`config.mk`:
```
export PLATFORM = sky130hd
export DESIGN_NAME = cache_arbiter
export DESIGN_NICKNAME = d
export VERILOG_FILES = /design/src/rtl/cache_arbiter.sv
export SDC_FILE = /design/constraint.sdc
export NUM_CORES = 1
export LEC_CHECK = 0
export ABC_AREA = 1
export CORE_MARGIN = 4
export CORE_UTILIZATION = 35
export DETAILED_ROUTE_END_ITERATION = 6
export PLACE_DENSITY = 0.67
export SLEW_MARGIN = 10
export SYNTH_ARGS = -nofsm -noshare
export SYNTH_HDL_FRONTEND = slang
export SYNTH_SLANG_ARGS = --single-unit
```
`constraint.sdc`:
```
create_clock -name clk -period 4.6 [get_ports clk]
set_input_delay 1.15 -clock clk [delete_from_list [all_inputs] [get_ports clk]]
set_output_delay 1.15 -clock clk [all_outputs]
set_load 0.03 [all_outputs]
```
`src/rtl/cache_arbiter.sv`:
```
// Round-robin arbiter/sequencer between NREQ requesters and one shared cache.
// One transaction at a time, with a watchdog that aborts a hung cache access.
module cache_arbiter #(
    parameter int WIDTH     = 8,
    parameter int RAM_DEPTH = 256,
    parameter int NREQ      = 2,
    parameter int TIMEOUT   = 64
) (
    input  logic                    clk,
    input  logic                    rst_n,
    input  logic [NREQ-1:0]         req_valid,
    input  logic [NREQ-1:0]         req_we,
    input  logic [NREQ*$clog2(RAM_DEPTH)-1:0] req_addr,
    input  logic [NREQ*WIDTH-1:0]   req_wdata,
    output logic [NREQ-1:0]         req_ready,
    output logic [NREQ-1:0]         rsp_valid,
    output logic [WIDTH-1:0]        rsp_rdata,
    output logic                    rsp_err,
    output logic                    cache_re,
    output logic                    cache_we,
    output logic [$clog2(RAM_DEPTH)-1:0] cache_addr,
    output logic [WIDTH-1:0]        cache_wdata,
    input  logic                    cache_done,
    input  logic [WIDTH-1:0]        cache_rdata,
    output logic                    busy
);
    localparam int AW = $clog2(RAM_DEPTH);
    localparam int IW = $clog2(NREQ);
    localparam int CW = $clog2(TIMEOUT);

    typedef enum logic [1:0] {IDLE, ISSUE, WAIT, RESP} state_t;

    state_t          state, state_nxt;
    logic [IW-1:0]   rr_ptr, gnt_idx, cur_idx, cand;
    logic [IW:0]     sum;
    logic            gnt_found, cur_we, sel_we, to_hit;
    logic [CW-1:0]   cnt;
    logic [AW-1:0]   sel_addr;
    logic [WIDTH-1:0] sel_wdata;

    // Scan from rr_ptr upward, wrapping modulo NREQ; first pending requester wins.
    always_comb begin
        gnt_found = 1'b0;
        gnt_idx   = '0;
        sum       = '0;
        cand      = '0;
        for (int k = 0; k < NREQ; k++) begin
            sum = {1'b0, rr_ptr} + (IW+1)'(k);
            if (sum >= (IW+1)'(NREQ))
                sum = sum - (IW+1)'(NREQ);
            cand = sum[IW-1:0];
            if (!gnt_found && req_valid[cand]) begin
                gnt_found = 1'b1;
                gnt_idx   = cand;
            end
        end
    end

    always_comb begin
        sel_we    = 1'b0;
        sel_addr  = '0;
        sel_wdata = '0;
        for (int i = 0; i < NREQ; i++) begin
            if (gnt_idx == IW'(i)) begin
                sel_we    = req_we[i];
                sel_addr  = req_addr[i*AW +: AW];
                sel_wdata = req_wdata[i*WIDTH +: WIDTH];
            end
        end
    end

    // The accept pulse must track the live req_valid, so it is decoded from state.
    always_comb begin
        req_ready = '0;
        if (rst_n && state == IDLE && gnt_found)
            req_ready[gnt_idx] = 1'b1;
    end

    assign to_hit = (cnt == CW'(TIMEOUT - 1));

    always_ff @(posedge clk or negedge rst_n) begin
        if (!rst_n)
            state <= IDLE;
        else
            state <= state_nxt;
    end

    always_comb begin
        state_nxt = state;
        case (state)
            IDLE:    if (gnt_found) state_nxt = ISSUE;
            ISSUE:   state_nxt = WAIT;
            WAIT:    if (cache_done || to_hit) state_nxt = RESP;
            RESP:    state_nxt = IDLE;
            default: state_nxt = IDLE;
        endcase
    end

    always_ff @(posedge clk or negedge rst_n) begin
        if (!rst_n) begin
            rr_ptr      <= '0;
            cur_idx     <= '0;
            cur_we      <= 1'b0;
            cnt         <= '0;
            rsp_valid   <= '0;
            rsp_rdata   <= '0;
            rsp_err     <= 1'b0;
            cache_re    <= 1'b0;
            cache_we    <= 1'b0;
            cache_addr  <= '0;
            cache_wdata <= '0;
            busy        <= 1'b0;
        end else begin
            cache_re  <= 1'b0;
            cache_we  <= 1'b0;
            rsp_valid <= '0;
            rsp_err   <= 1'b0;
            busy      <= (state_nxt != IDLE);
            case (state)
                IDLE: if (gnt_found) begin
                    cur_idx     <= gnt_idx;
                    cur_we      <= sel_we;
                    cache_addr  <= sel_addr;
                    cache_wdata <= sel_wdata;
                    cache_re    <= !sel_we;
                    cache_we    <= sel_we;
                end
                ISSUE: cnt <= '0;
                WAIT: begin
                    cnt <= cnt + CW'(1);
                    // done beats a coincident timeout
                    if (cache_done) begin
                        rsp_valid[cur_idx] <= 1'b1;
                        rsp_rdata <= cur_we ? '0 : cache_rdata;
                    end else if (to_hit) begin
                        rsp_valid[cur_idx] <= 1'b1;
                        rsp_rdata <= '0;
                        rsp_err   <= 1'b1;
                    end
                end
                RESP: rr_ptr <= (cur_idx == IW'(NREQ - 1)) ? '0 : cur_idx + IW'(1);
                default: ;
            endcase
        end
    end
endmodule

```
==> results.py <==
metrics = {
    "run_status": {
        "status": "complete, no violations",
    },
    "floorplan": {
        "ios": 79,
        "start_util": 0.361,
        "dieArea_um2": 6940,
        "rows": 27,
        "coreArea_um2": 5510,
        "die_w_um": 83.3,
        "die_h_um": 83.3,
    },
    "drt": {
        "drt_iter0_drc": 51,
        "vias_per_cell": 4.58,
        "ant_nets": 0,
        "drc": 0,
        "vias": 1696,
        "dr.pass1.iters": 4,
        "wl_per_cell_um": 12.9,
        "finalWirelength_um": 4780,
    },
    "layout": {
        "area_growth_pct": 46.5,
        "fin_area_um2": 2910,
        "layout-drive-gt1-share": 0.158,
        "antenna_cells": 0,
        "fin_util": 0.528,
        "final.fill_count": 505,
        "final_nets": 349,
    },
    "clock_network": {
        "cts.repair.resized": 0,
        "htreeDepth": 2,
        "cts_hold_buf": 0,
        "insertion_delay_ns": 0.29,
        "cts.sink_count": 41,
        "clk_pin_slew_worst_paths_ns": 0.08,
        "cts_setup_buffers": 0,
        "clockBufferDepth": 2,
        "clock-root-buffer": "clkbuf_8",
        "cts_tree": "done",
        "cts_made_buffers": 5,
    },
    "timing": {
        "tightest_slew_ns": 0.506,
        "worst_clock_skew_ns": 0.00231,
        "period_share": 0.868,
        "worst_slack_ns": 0.609,
        "drv_slew": 0,
        "min_period_ns": 3.99,
        "finalSetupViolCount": 0,
        "finalHoldViolCount": 0,
        "setup_tns_ns": 0,
        "rsz0062_at_grt": "no",
        "slew_headroom": 0.663,
        "max_freq_mhz": 251,
    },
    "power_and_ir_drop": {
        "clkPwrFrac": 0.137,
        "p_int_mw": 1.05,
        "peakVddDrop_uv": 274,
        "power_leakage_nw": 1.32,
        "swShare": 0.439,
        "power_frac_seq": 0.319,
        "share_comb_of_total_power": 0.545,
        "power.switching_uw": 823,
        "powerDensity_nw_per_um2": 645,
    },
    "setup_path": {
        "crit_type": "in2out",
        "required_ns": 3.45,
        "crit_family": "buffers and inverters",
        "crit_chain": "clkdlybuf4s50_1 > nor2_2 > nor2_8 > inv_4 > nor3_2 > clkdlybuf4s50_1",
        "cp_max_fo": 18,
        "cpPeakStageDelay_ns": 0.68,
        "cp-end-kind": "output port",
        "worst_path_max_delay_cell": "clkdlybuf4s50_1",
        "cpMostUsedCell": "clkdlybuf4s50_1",
        "path_buf_inv": 3,
        "r2r_slack_ns": 3.00,
        "crit_path_start_kind": "primary input",
        "crit_arrival_ns": 2.84,
    },
    "logic_synthesis": {
        "synth_area_um2": 1990,
        "synth_ff_type": "dfrtp_1",
        "synth-edff-count": 0,
        "netlist_instances": 216,
        "yosys.area.top_type": "dfrtp_1",
        "yosysUniqueCellTypes": 24,
        "netlist_top_cells_area": "dfrtp_1 (52%), o21ai_2 (8.4%), nand2_1 (8.1%), nor2_1 (5.1%), inv_1 (3.4%)",
        "ys_ff_latch": 41,
        "yosysSeqAreaShare": 0.517,
        "yosys_warnings": 0,
        "syn_avg_cell_area_um2": 9.19,
        "ys_top_cells_by_count": "nand2_1 (43), dfrtp_1 (41), nor2_1 (27)",
        "async_flop_share": 1.00,
        "netlist.area_leader.share": 0.517,
        "synth_nets": 268,
        "yosysMostFrequentCell": "nand2_1",
    },
    "global_route": {
        "antenna_found_initial": 0,
        "grt_pass1_vias": 1667,
        "grt_remaining_overflow": 0,
        "grt_use_total": 0.138,
        "grt_pass1_wl_um": 7840,
        "grt_max_degree": 42,
    },
    "place": {
        "port_buffers": 78,
        "gp_congestion": 0.781,
        "dp_slack_ns": 0.596,
        "place_area_um2": 2810,
        "place.detailed.hpwl_um": 3530,
    },
    "job": {
        "maxCapViolCount": 0,
    },
    "min_path": {
        "min_path_type": "reg2reg",
    },
}
power by group through the flow:
stage          clock network (mW)  registers (mW)  logic [mW]
6_report                    0.257           0.599        1.02
5_1_grt                     0.280           0.614        1.11
4_1_cts                     0.268           0.600        1.04
3_5_place_dp                    0           0.606        1.04
3_3_place_gp                    0           0.603        1.03
2_1_floorplan                   0           0.828       0.450
path summary, 6_finish.rpt:
kind,startpoint,endpoint,depth (start not counted)
worst max-delay path,req_valid[1],req_ready[0],6
worst min-delay path,cur_idx,rsp_valid[0],1
worst max register to register,state[0],cur_we,8
worst min register to register,cur_idx,rsp_valid[0],1
max in group asynchronous,rst_n,cache_wdata[1],2
min in group asynchronous,rst_n,rsp_rdata[4],2
registers in the layout, summed over array words and instances (netlist names), 2 cells and up:
name,count
state,2
cnt,6
cache_wdata,8
cache_addr,8
rsp_valid,2
rsp_rdata,8
layout make-up:
class                           instances  area (um2)  area share
Sequential cell                        41        1030       0.353
Multi-Input combinational cell        147         810       0.278
Timing Repair Buffer                   81         798       0.274
Clock buffer                            7        96.3      0.0331
Tap cell                               72        90.1      0.0310
Inverter                               21        83.8      0.0288
Clock inverter                          1        5.00     0.00172
routing by layer:
layer / global-route usage / wire length (um) / vias to the layer above
met5: 0 / 0 / -
met4: 0.0267 / 34 / 0
met3: 0.0506 / 311 / 4
met2: 0.212 / 2110 / 52
met1: 0.187 / 2320 / 781
li1: - / - / 859
kinds of logic after synthesis:
group	count (synthesis)	synth area share
simple gates	100	0.233
flops	41	0.517
fa+ha+maj	5	0.0315
xor+xnor	1	0.00441
compound gates	41	0.139
buf+inv	28	0.0756
stage by stage:
stage / instances / power, mW / hold WS (ns)
after floorplan: 216 / 1.28 / 0.403
after global placement: 362 / 1.63 / 0.408
after detailed placement: 362 / 1.64 / 0.415
after CTS: 370 / 1.91 / 0.425
after global routing: 370 / 2.01 / 0.448
final: 370 / 1.88 / 0.423
layout by cell type, fill, tap and decap left out, drive strengths merged:
master         Yosys  layout
o21ai             37      37
buf                7       4
nor2              30      30
xor2               1       1
nand2             52      52
ha                 5       5
a21oi              4       4
clkbuf             0       7
clkinv             0       1
dfrtp             41      41
nand4              8       8
clkdlybuf4s50      0      77
nand3              5       5
nor3               5       5
inv               21      21
No activity file was read; power rests on OpenSTA's default activity.
